### src/rtl/dropdown_pkg.sv
// Shared types and widths for the drop-down sprite sequencer.
// Optional gravity build is selected by DROPDOWN_ACCEL_EN in dropdown_ctrl.
package dropdown_pkg;

    typedef enum logic [1:0] {
        IDLE   = 2'd0,
        DROP   = 2'd1,
        LANDED = 2'd2
    } state_t;

    localparam int DIV_W = 6;
    localparam int CNT_W = 6;

endpackage

### src/rtl/dropdown_frame_div_counter.sv
// Frame-tick divider: 6-bit up-counter, synchronous clear dominates enable.
module frame_div_counter
    import dropdown_pkg::*;
(
    input  logic             Clk,
    input  logic             Reset,
    input  logic             Clr,
    input  logic             En,
    output logic [DIV_W-1:0] Q
);

    always_ff @(posedge Clk or posedge Reset) begin
        if (Reset)
            Q <= '0;
        else if (Clr)
            Q <= '0;
        else if (En)
            Q <= Q + 1'b1;
    end

endmodule

### src/rtl/dropdown_ctrl.sv
// Drop-down sprite sequencer: one falling sprite per Start, stepped every FRAME_DIV frame ticks.
// Define DROPDOWN_ACCEL_EN to add a velocity register that grows by one per step up to MAX_VEL.
//
//   state  | meaning
//   IDLE   | waiting for Start, Pos_Y parked at START_Y
//   DROP   | sprite falling, Pos_Y advances on divided frame ticks
//   LANDED | sprite at FLOOR_Y, waiting for Ack (or Abort)
module dropdown_ctrl
    import dropdown_pkg::*;
#(
    parameter int POS_W     = 10,
    parameter int FRAME_DIV = 4,
    parameter int START_Y   = 0,
    parameter int FLOOR_Y   = 440,
    parameter int STEP      = 4,
    parameter int MAX_VEL   = 16
) (
    input  logic             Clk,
    input  logic             Reset,
    input  logic             Frame_Tick,
    input  logic             Start,
    input  logic             Abort,
    input  logic             Ack,
    output logic             Busy,
    output logic             Landed,
    output logic [POS_W-1:0] Pos_Y,
    output logic [CNT_W-1:0] Drop_Cnt
);

    localparam logic [DIV_W-1:0] DIV_LAST  = DIV_W'(FRAME_DIV - 1);
    localparam logic [POS_W-1:0] START_POS = POS_W'(START_Y);
    localparam logic [POS_W-1:0] FLOOR_POS = POS_W'(FLOOR_Y);
    localparam logic [POS_W-1:0] STEP_VEL  = POS_W'(STEP);

    state_t           state;
    logic [DIV_W-1:0] div_q;
    logic             step_due;
    logic             div_clr;
    logic [POS_W-1:0] vel;
    logic [POS_W:0]   pos_sum;
    logic [POS_W-1:0] pos_next;

`ifdef DROPDOWN_ACCEL_EN
    localparam logic [POS_W-1:0] MAX_V = POS_W'(MAX_VEL);
    logic [POS_W-1:0] vel_next;
    assign vel_next = (vel >= MAX_V) ? MAX_V : vel + 1'b1;
`else
    // Legal configurations have STEP <= MAX_VEL, so this is simply STEP.
    assign vel = POS_W'((STEP <= MAX_VEL) ? STEP : MAX_VEL);
`endif

    assign step_due = (state == DROP) && Frame_Tick && (div_q == DIV_LAST);
    // Divider only runs in DROP; any exit or step returns it to 0.
    assign div_clr  = (state != DROP) || Abort || step_due;

    assign pos_sum  = {1'b0, Pos_Y} + {1'b0, vel};
    assign pos_next = (pos_sum >= {1'b0, FLOOR_POS}) ? FLOOR_POS : pos_sum[POS_W-1:0];

    frame_div_counter u_frame_div (
        .Clk   (Clk),
        .Reset (Reset),
        .Clr   (div_clr),
        .En    (Frame_Tick),
        .Q     (div_q)
    );

    always_ff @(posedge Clk or posedge Reset) begin
        if (Reset) begin
            state    <= IDLE;
            Busy     <= 1'b0;
            Landed   <= 1'b0;
            Pos_Y    <= START_POS;
            Drop_Cnt <= '0;
`ifdef DROPDOWN_ACCEL_EN
            vel      <= STEP_VEL;
`endif
        end else begin
            case (state)
                IDLE: begin
                    if (Start && !Abort) begin
                        state <= DROP;
                        Busy  <= 1'b1;
                        Pos_Y <= START_POS;
`ifdef DROPDOWN_ACCEL_EN
                        vel   <= STEP_VEL;
`endif
                    end
                end
                DROP: begin
                    if (Abort) begin
                        state <= IDLE;
                        Busy  <= 1'b0;
                        Pos_Y <= START_POS;
                    end else if (step_due) begin
                        Pos_Y <= pos_next;
`ifdef DROPDOWN_ACCEL_EN
                        vel   <= vel_next;
`endif
                        if (pos_next == FLOOR_POS) begin
                            state  <= LANDED;
                            Landed <= 1'b1;
                        end
                    end
                end
                LANDED: begin
                    if (Abort || Ack) begin
                        state  <= IDLE;
                        Busy   <= 1'b0;
                        Landed <= 1'b0;
                        Pos_Y  <= START_POS;
                        if (!Abort)
                            Drop_Cnt <= Drop_Cnt + 1'b1;
                    end
                end
                default: begin
                    state  <= IDLE;
                    Busy   <= 1'b0;
                    Landed <= 1'b0;
                    Pos_Y  <= START_POS;
                end
            endcase
        end
    end

`ifndef DROPDOWN_ACCEL_EN
    logic unused_step;
    assign unused_step = ^STEP_VEL;
`endif

endmodule
### config.mk
export PLATFORM = sky130hd
export DESIGN_NAME = dropdown_ctrl
export DESIGN_NICKNAME = d
export VERILOG_FILES = /design/src/rtl/dropdown_pkg.sv /design/src/rtl/dropdown_frame_div_counter.sv /design/src/rtl/dropdown_ctrl.sv
export SDC_FILE = /design/constraint.sdc
export NUM_CORES = 1
export LEC_CHECK = 0
export CORE_UTILIZATION = 35
export DETAILED_ROUTE_END_ITERATION = 10
export PLACE_DENSITY = 0.66
export SLEW_MARGIN = 30
export SYNTH_ARGS = -nofsm -noshare
export SYNTH_HDL_FRONTEND = slang
export SYNTH_SLANG_ARGS = --single-unit
### constraint.sdc
create_clock -name Clk -period 1.99 [get_ports Clk]
set_input_delay 0.597 -clock Clk [delete_from_list [all_inputs] [get_ports Clk]]
set_output_delay 0.597 -clock Clk [all_outputs]
set_load 0.02 [all_outputs]
==> results of run 1 <==
per-layer routing:
metal / wire [um] / global-route usage (%) / part of all wire, %
met5: 0 / 0 / 0
met4: 62 / 6.91 / 1.8
met3: 120 / 4.22 / 3.5
met2: 1640 / 26.0 / 48
met1: 1590 / 23.1 / 47
layout by cell type (no fill, tap or decap), drive strengths merged, types with 2 or more instances in the layout:
| cell | netlist | final |
|---|---|---|
| nor2b | 2 | 2 |
| o211ai | 3 | 3 |
| or3b | 2 | 2 |
| o31ai | 3 | 3 |
| clkdlybuf4s50 | 0 | 14 |
| clkbuf | 3 | 4 |
| a31oi | 2 | 2 |
| dlygate4sd2 | 0 | 6 |
| dfrtp | 26 | 26 |
| xor2 | 5 | 5 |
| or3 | 2 | 2 |
| a21oi | 6 | 6 |
| nand2 | 16 | 16 |
| o21ai | 15 | 15 |
| ha | 4 | 4 |
| and2 | 3 | 3 |
| nand3 | 6 | 6 |
| dlymetal6s2s | 0 | 3 |
| inv | 6 | 6 |
| nand4 | 4 | 4 |
| mux2i | 2 | 2 |
| buf | 3 | 24 |
| xnor2 | 4 | 4 |
| nor2 | 11 | 11 |
| a21boi | 2 | 2 |
| o22a | 2 | 2 |
| and3 | 2 | 2 |
through the flow:
| step | area (um2) | hold slack [ns] | total power (uW) |
|---|---|---|---|
| final | 2040 | 0.487 | 1080 |
| after global routing | 2040 | 0.524 | 1150 |
| after floorplan | 1520 | 0.513 | 676 |
| after CTS | 1990 | 0.498 | 1090 |
| after global placement | 1940 | 0.460 | 738 |
| after detailed placement | 1940 | 0.475 | 744 |
state kept, by name, indices dropped and copies added, names as in the netlist:
name / count
Busy: 1
Drop_Cnt: 6
Landed: 1
Pos_Y: 10
state: 2
u_frame_div.Q: 6
critical path, stage by stage (launching register included):
cell and delay (ns):
dfrtp_2 0.46, inv_2 0.08, ha_4 0.11, or3b_4 0.39, a2111oi_4 0.31, a211oi_2 0.09, o21a_2 0.28, a221oi_2 0.22
where the power goes:
part           switching (uW)  internal [uW]  leakage, uW  total (uW)
Combinational            94.7           89.2     0.000569         184
Sequential               14.9            540     0.000353         555
Clock                     166            177    0.0000288         343
cell families after synthesis:
| family | after synthesis | synth area share [%] |
|---|---|---|
| adders and majority gates | 4 | 3.33 |
| AOI/OAI and AO/OA | 44 | 20.0 |
| buffers and inverters | 12 | 5.25 |
| muxes | 3 | 2.08 |
| DFF | 26 | 43.3 |
| xor gates and xnor gates | 9 | 5.25 |
| and+or+nand+nor | 57 | 20.8 |
worst paths after layout:
check                                   end  slack [ns]  cells past startpoint
worst max-delay path               Pos_Y[4]       -0.04                      7
worst max register to register     Pos_Y[4]       -0.04                      7
worst min-delay path            Drop_Cnt[5]        0.49                      1
worst min register to register  Drop_Cnt[5]        0.49                      1
min in group asynchronous            Landed        0.67                      3
max in group asynchronous          Pos_Y[2]        1.05                      3
what timing repair did:
item | in CTS | in global routing
pin swaps | 2 | 2
resized for setup | 10 | 15
endpoints found under the setup margin | 13 | 13
buffers inserted | 0 | 1
layout make-up:
class | instances | area, um2 | area share, %
clock buffer | 4 | 55.1 | 2.70
inverter | 6 | 25.0 | 1.23
multi-input combinational | 117 | 830 | 40.7
sequential | 26 | 653 | 32.1
tap | 50 | 62.6 | 3.07
timing repair buffer | 47 | 410 | 20.2
==> impl_metrics.csv, run 1 <==
group,metric,value,unit
outcome,status,"finished with violations",
outcome,violations,"negative setup slack",
synth,yosysMostFrequentCell,"dfrtp_1",
cts,clkTransAtPathRegs,0.09,ns
floorplanning,row_count,23,
cts,cts_tree,"built",
cts,clock-root-buffer,"clkbuf_8",
synth,synth_area_per_cell,9.69,um2
setup_path,cp.required,2.19,ns
timing,skew,0.0138,ns
final_layout,post-route-util,50.2,%
power_and_ir_drop,peakVddDrop,0.290,mV
synth,synth.distinct_cells,51,
route,drt-initial-drc-count,90,
setup_path,rr_startpoint,"Pos_Y[3]",
global_route,track_usage,17.1,%
global_route,antenna_found_initial,0,
power_and_ir_drop,power_leakage,0.000951,uW
timing,post-route-period-util,102,%
final_layout,syn2layout_area_growth,35.6,%
synth,ys_warn_count,0,
synth,ys_ff_latch,26,
synth,synth_fp_nets,165,
final_layout,fillers,362,
timing,final-hold-violation-count,0,
synth,synth-seq-area-share,43.3,%
floorplanning,die_h,67.5,um
route,route.detailed.drc,0,
synth,synth-edff-count,0,
cts,cts_hold_buf,0,
placed_design,dp_hpwl,2580,um
setup_path,critPathLaunchType,"register",
global_route,grt_pass1_vias,1296,
timing,fin_setup_tns,-0.0373,ns
global_route,grt_max_degree,27,
worst_hold_path,hold_class,"reg -> reg",
route,viasPerCell,5.37,
timing,timing.final.ws_setup,-0.0373,ns
timing,finalMaxSlewViolations,0,
setup_path,criticalPathCategory,"reg -> reg",
floorplanning,core-area,0.00406,mm2
synth,synth-main-ff-cell,"dfrtp_1",
synth,synth_top_area_cell,"dfrtp_1",
placed_design,place_inst,245,
floorplanning,dieArea,0.00456,mm2
floorplanning,die_w,67.5,um
power_and_ir_drop,p_per_area,532,mW/mm2
final_layout,stdcell_count,250,
route,ant_nets,0,
timing,rsz0062_at_grt,"yes",
worst_hold_path,min_from,"Drop_Cnt[5]",
synth,synth_area_leaders,"dfrtp_1, o21ai_0, nand2_1, ha_1, xor2_1",
cts,htree_num_levels,1,
placed_design,io_buffers,23,
cts,clock_latency,0.28,ns
cts,clockBufferDepth,2,
global_route,grt_overflow,0,
synth,synth-async-reset-ratio,100,%
timing,maxSlewHeadroom,77.6,%
final_layout,final_nets,211,
floorplanning,ios,24,
final_layout,drive_gt1_share,25.0,%
placed_design,dp_slack,-0.341,ns
synth,synth_common_cells,"dfrtp_1, nand2_1, o21ai_0, nor2_1",
synth,syn_area,0.00150,mm2
cts,clock-sinks,26,
timing,worst_pin_slew,0.336,ns
route,first_pass_iters,4,
placed_design,gp_congestion,0.879,
setup_path,crit_arrival,2.22,ns
route,finalWirelength,3410,um
route,wl_per_cell,13.6,um
setup_path,critical_path_peak_fanout,5,
synth,synthCells,155,
route,dr_total_vias,1343,
timing,fin_crit,2.03,ns
setup_path,crit_start,"Pos_Y[3]",
timing,finalSetupViolations,1,
global_route,grt_pass1_wl,5870,um
cts,cts_buffers,3,
setup_path,cp-end-kind,"register",
job,maxCapViolCount,0,
timing,fmax,493,MHz
final_layout,antennaDiodeCount,0,
synth,yosysTopAreaCellShare,43.3,%
floorplanning,initial_utilization,37.0,%
No activity file was read; power rests on OpenSTA's default activity.
==> run 2, diff against run 1 <==
--- a/config.mk
+++ b/config.mk
@@ -8,6 +8,7 @@
 export CORE_UTILIZATION = 35
 export DETAILED_ROUTE_END_ITERATION = 10
 export PLACE_DENSITY = 0.66
+export REMOVE_ABC_BUFFERS = 1
 export SLEW_MARGIN = 30
 export SYNTH_ARGS = -nofsm -noshare
 export SYNTH_HDL_FRONTEND = slang
==> run 2 against run 1 <==
  * The flow now finishes without violations
  * Critical path depth decreased by 1
  * Fmax grew 2.2%
  * Die area is the same
  * Sequential power barely moved
  * Combinational power up 9%
  * Global-route usage rose by 0.25 points
  * Flip-flop and latch count unchanged
  * Worst setup slack improved by 0.043 ns
  * Clock power fell by 15%
  * Clock-buffer cell count down 1
  * Clock skew decreased by 0.012 ns
==> impl_metrics.csv, run 2 (synthesis results as in run 1) <==
group,metric,value,unit
outcome,status,"complete, no violations",
timing,finalMaxSlewViolations,0,
setup_path,critical_path_peak_fanout,5,
cts,cts_tree,"built",
floorplanning,dieArea,0.00456,mm2
power_and_ir_drop,p_int,777,uW
final_layout,largest_register,"Pos_Y",
setup_path,crit_arrival,2.17,ns
timing,finalSetupViolations,0,
setup_path,cp-end-kind,"register",
setup_path,criticalPathCategory,"in -> reg",
route,ant_nets,0,
floorplanning,die_h,67.5,um
placed_design,io_buffers,23,
setup_path,critPathLaunchType,"input port",
floorplanning,initial_utilization,37.0,%
route,first_pass_iters,4,
final_layout,top_regs,"Pos_Y: 10 flops, Drop_Cnt: 6 flops, u_frame_div.Q: 6 flops",
timing,post-route-period-util,99.7,%
timing,timing.final.ws_setup,0.00614,ns
timing,fin_setup_tns,0,ns
timing,rsz0062_at_grt,"yes",
global_route,grt_pass1_vias,1295,
timing,fmax,504,MHz
route,viasPerCell,5.50,
cts,clkTransAtPathRegs,0.08,ns
worst_hold_path,hold_class,"reg -> reg",
cts,clock-root-buffer,"clkbuf_8",
global_route,track_usage,17.4,%
placed_design,dp_slack,-0.392,ns
floorplanning,die_w,67.5,um
route,finalWirelength,3610,um
route,wl_per_cell,14.3,um
timing,final-hold-violation-count,0,
power_and_ir_drop,seq_power_share,53.1,%
route,dr_total_vias,1392,
placed_design,dp_hpwl,2540,um
floorplanning,core-area,0.00406,mm2
setup_path,cp.required,2.17,ns
final_layout,drive_gt1_share,27.6,%
power_and_ir_drop,p_clk_share,27.8,%
timing,maxSlewHeadroom,68.7,%
final_layout,syn2layout_area_growth,40.2,%
cts,cts_buffers,3,
global_route,antenna_found_initial,0,
timing,holdWs,0.485,ns
power_and_ir_drop,p_per_area,499,mW/mm2
timing,fin_crit,1.98,ns
power_and_ir_drop,peakVddDrop,0.311,mV
global_route,grt_overflow,0,
timing,skew,0.00142,ns
cts,clock_latency,0.27,ns
power_and_ir_drop,p_switching,273,uW
cts,clock-sinks,26,
floorplanning,ios,24,
final_layout,antennaDiodeCount,0,
final_layout,final_nets,215,
final_layout,stdcell_count,253,
power_and_ir_drop,swShare,26.0,%
route,route.detailed.drc,0,
power_and_ir_drop,combPwrFrac,19.0,%
final_layout,largest_reg_flops,10,
route,drt-initial-drc-count,66,
global_route,grt_pass1_wl,5880,um
placed_design,gp_congestion,0.920,
final_layout,layout_common_cells,"buf_4, dfrtp_1, clkdlybuf4s50_1",
global_route,grt_max_degree,27,
timing,worst_pin_slew,0.466,ns
placed_design,place_inst,247,
floorplanning,row_count,23,
cts,clockBufferDepth,2,
power_and_ir_drop,power_leakage,0.000969,uW
cts,htree_num_levels,1,
final_layout,mostFrequentLayoutCell,"buf_4",
job,maxCapViolCount,0,
-- run 2: routing by layer --
metal | GRT usage (%) | vias up | share of wire, %
met5 | 0 | - | 0
met4 | 7.45 | 0 | 1.5
met3 | 4.05 | 7 | 3.4
met2 | 27.7 | 36 | 49
met1 | 22.3 | 686 | 46
li1 | - | 663 | -
-- run 2: path summary, 6_finish.rpt --
path | startpoint | end | slack (ns) | depth (start not counted)
worst max-delay path | Ack | Pos_Y[4] | 0.006 | 6
worst min-delay path | Drop_Cnt[5] | Drop_Cnt[5] | 0.49 | 1
worst max register to register | Pos_Y[3] | Pos_Y[4] | 0.04 | 7
worst min register to register | Drop_Cnt[5] | Drop_Cnt[5] | 0.49 | 1
max in group asynchronous | Reset | Pos_Y[2] | 1.04 | 3
min in group asynchronous | Reset | Drop_Cnt[1] | 0.68 | 3
-- run 2: through the flow --
step	utilization (%)	power, uW	cell area [um2]
3_5_place_dp	47.5	742	1930
2_1_floorplan	-	649	1450
3_3_place_gp	47.5	738	1930
4_1_cts	49.1	1040	1990
6_report	51.9	1050	2100
5_1_grt	51.9	1100	2100
-- run 2: worst max-delay path, stage by stage --
cell             delay [ns]
clkdlybuf4s50_1        0.43
or4b_4                 0.58
o31a_4                 0.16
nand2_4                0.11
inv_4                  0.05
a221oi_2               0.25
-- run 2: repair_timing --
item                                    4_1_cts  5_1_grt
gates cloned                                  1        0
buffers inserted                              0        2
hold buffers                                  0        0
endpoints found under the setup margin       14       16
resized for setup                             9       26
endpoints found under the hold margin         0        0
pin swaps                                     5        2
-- run 2: area by class of cell --
type | instances | area, um2
Multi-Input combinational cell | 118 | 888
Tap cell | 50 | 62.6
Timing Repair Buffer | 50 | 435
Inverter | 6 | 25.0
Clock buffer | 3 | 41.3
Fill cell | 369 | 1950
Sequential cell | 26 | 652
-- run 2: power groups by stage --
stage	combinational [uW]	sequential, uW	clock (uW)
global placement	175	563	0
CTS	182	554	303
global route	219	561	323
detailed placement	177	565	0
floorplan	74.5	575	0
finish	200	558	292
==> run 3, diff against run 2 <==
--- a/config.mk
+++ b/config.mk
@@ -7,7 +7,7 @@
 export LEC_CHECK = 0
 export CORE_UTILIZATION = 35
 export DETAILED_ROUTE_END_ITERATION = 10
-export PLACE_DENSITY = 0.66
+export PLACE_DENSITY = 0.56
 export REMOVE_ABC_BUFFERS = 1
 export SLEW_MARGIN = 30
 export SYNTH_ARGS = -nofsm -noshare
==> run 3 against run 2 <==
  * Worst hold slack lost 0.010 ns
  * Clock skew grew 0.0054 ns
  * Total power grew 4.1%
  * Worst setup slack gained 0.056 ns
  * Global-route usage grew 0.50 points
  * Clock-buffer cell count grew 1
==> impl_metrics.csv, run 3 (synthesis results as in run 1) <==
group,metric,value,unit
final_layout,layout_common_cells,"buf_4, dfrtp_1, nand2_1",
cts,htree_num_levels,1,
timing,holdWs,0.475,ns
timing,maxSlewHeadroom,75.1,%
final_layout,drive_gt1_share,26.2,%
cts,clkTransAtPathRegs,0.09,ns
setup_path,cp_slowest_cell,"dfrtp_1",
final_layout,final_nets,221,
route,drt-initial-drc-count,39,
placed_design,dp_hpwl,2720,um
cts,cts_tree,"built",
timing,rsz0062_at_grt,"yes",
floorplanning,core-area,0.00406,mm2
final_layout,largest_reg_flops,10,
worst_hold_path,hold_class,"reg -> reg",
power_and_ir_drop,power_leakage,0.000982,uW
floorplanning,row_count,23,
route,viasPerCell,5.15,
global_route,grt_overflow,0,
route,route.detailed.drc,0,
setup_path,critical_path_peak_fanout,3,
floorplanning,initial_utilization,37.0,%
timing,finalSetupViolations,0,
route,dr_total_vias,1339,
timing,fmax,519,MHz
global_route,grt_max_degree,27,
route,wl_per_cell,13.9,um
timing,fin_crit,1.93,ns
timing,worst_pin_slew,0.370,ns
setup_path,cp_common_cell,"buf_4",
timing,final-hold-violation-count,0,
global_route,track_usage,17.9,%
setup_path,cp.buffers_inverters,2,
route,first_pass_iters,4,
final_layout,fillers,362,
timing,finalMaxSlewViolations,0,
job,maxCapViolCount,0,
timing,skew,0.00679,ns
global_route,grt_pass1_vias,1306,
route,finalWirelength,3610,um
power_and_ir_drop,peakVddDrop,0.443,mV
final_layout,post-route-util,51.4,%
global_route,antenna_found_initial,0,
setup_path,cp_slowest_stage_delay,0.40,ns
route,ant_nets,0,
setup_path,criticalPathCategory,"reg -> reg",
floorplanning,dieArea,0.00456,mm2
floorplanning,die_w,67.5,um
placed_design,gp_congestion,0.825,
final_layout,top_regs,"Pos_Y: 10 flops, Drop_Cnt: 6 flops, u_frame_div.Q: 6 flops",
setup_path,crit_path_cell_trace,"buf_4 > ha_1 > nand3b_1 > or3_4 > o21ai_4 > buf_4 > a41oi_1 > o22a_1",
cts,cts_buffers,3,
final_layout,mostFrequentLayoutCell,"buf_4",
setup_path,cp-end-kind,"register",
outcome,status,"complete, no violations",
final_layout,largest_register,"Pos_Y",
setup_path,cp.required,2.16,ns
floorplanning,die_h,67.5,um
power_and_ir_drop,p_per_area,524,mW/mm2
placed_design,io_buffers,23,
setup_path,crit_family,"simple AND/OR/NAND/NOR gates",
timing,post-route-period-util,96.9,%
setup_path,critPathLaunchType,"register",
cts,clock-root-buffer,"clkbuf_8",
cts,clock-sinks,26,
global_route,grt_pass1_wl,6020,um
floorplanning,ios,24,
cts,clock_latency,0.28,ns
final_layout,antennaDiodeCount,0,
cts,clockBufferDepth,2,
setup_path,crit_arrival,2.10,ns
final_layout,syn2layout_area_growth,38.8,%
-- run 3: repair_timing --
item / CTS / global route
setup endpoints to repair: 14 / 12
resized for setup: 11 / 12
hold buffers: 0 / 0
setup buffers: 1 / 0
cloned: 1 / 0
pin swaps: 1 / 4
-- run 3: final cells by class --
cell class	instances	area, um2	area share, %
multi-input combinational	118	818	39.3
sequential	26	651	31.2
timing repair buffer	56	473	22.7
tap	50	62.6	3.00
clock buffer	4	55.1	2.64
inverter	6	25.0	1.20
-- run 3: power breakdown --
part           internal [uW]  switching, uW  total, uW
sequential               540           14.0        554
combinational           92.7           96.0        189
clock                    177            173        351
total                    810            283       1090
-- run 3: final timing paths --
kind	start	endpoint	slack (ns)	depth (start not counted)
min in group asynchronous	Reset	Pos_Y[5]	0.71	3
max in group asynchronous	Reset	Pos_Y[9]	1.02	3
min reg2reg	Drop_Cnt[5]	Drop_Cnt[5]	0.48	1
max	Pos_Y[3]	Pos_Y[8]	0.06	8
min	Drop_Cnt[5]	Drop_Cnt[5]	0.48	1
max reg2reg	Pos_Y[3]	Pos_Y[8]	0.06	8
-- run 3: worst register-to-register path: stages, from the launching register on --
cell and delay, ns:
dfrtp_1 0.40, buf_4 0.14, ha_1 0.20, nand3b_1 0.17, or3_4 0.36, o21ai_4 0.08, buf_4 0.14, a41oi_1 0.11
o22a_1 0.21
-- run 3: per-stage QoR --
step / cells / area [um2] / TNS [ns] / setup WS [ns] / power (uW)
2_1_floorplan: 149 / 1450 / -0.337 / -0.0958 / 649
4_1_cts: 260 / 2050 / -0.0383 / -0.0383 / 1100
6_report: 260 / 2080 / 0 / 0.0620 / 1090
3_5_place_dp: 254 / 1980 / -4.08 / -0.373 / 739
5_1_grt: 260 / 2080 / -0.193 / -0.0501 / 1150
3_3_place_gp: 254 / 1980 / -3.61 / -0.324 / 736
-- run 3: per-layer routing --
layer  routed length, um  global-route usage [%]  part of all wire (%)  vias to the layer above
met3                  72                    4.05                   2.0                        5
met5                   0                       0                     0                        -
met1                1730                    22.6                    48                      647
met4                  38                    6.38                   1.1                        0
met2                1770                    29.5                    49                       11
li1                    -                       -                     -                      676
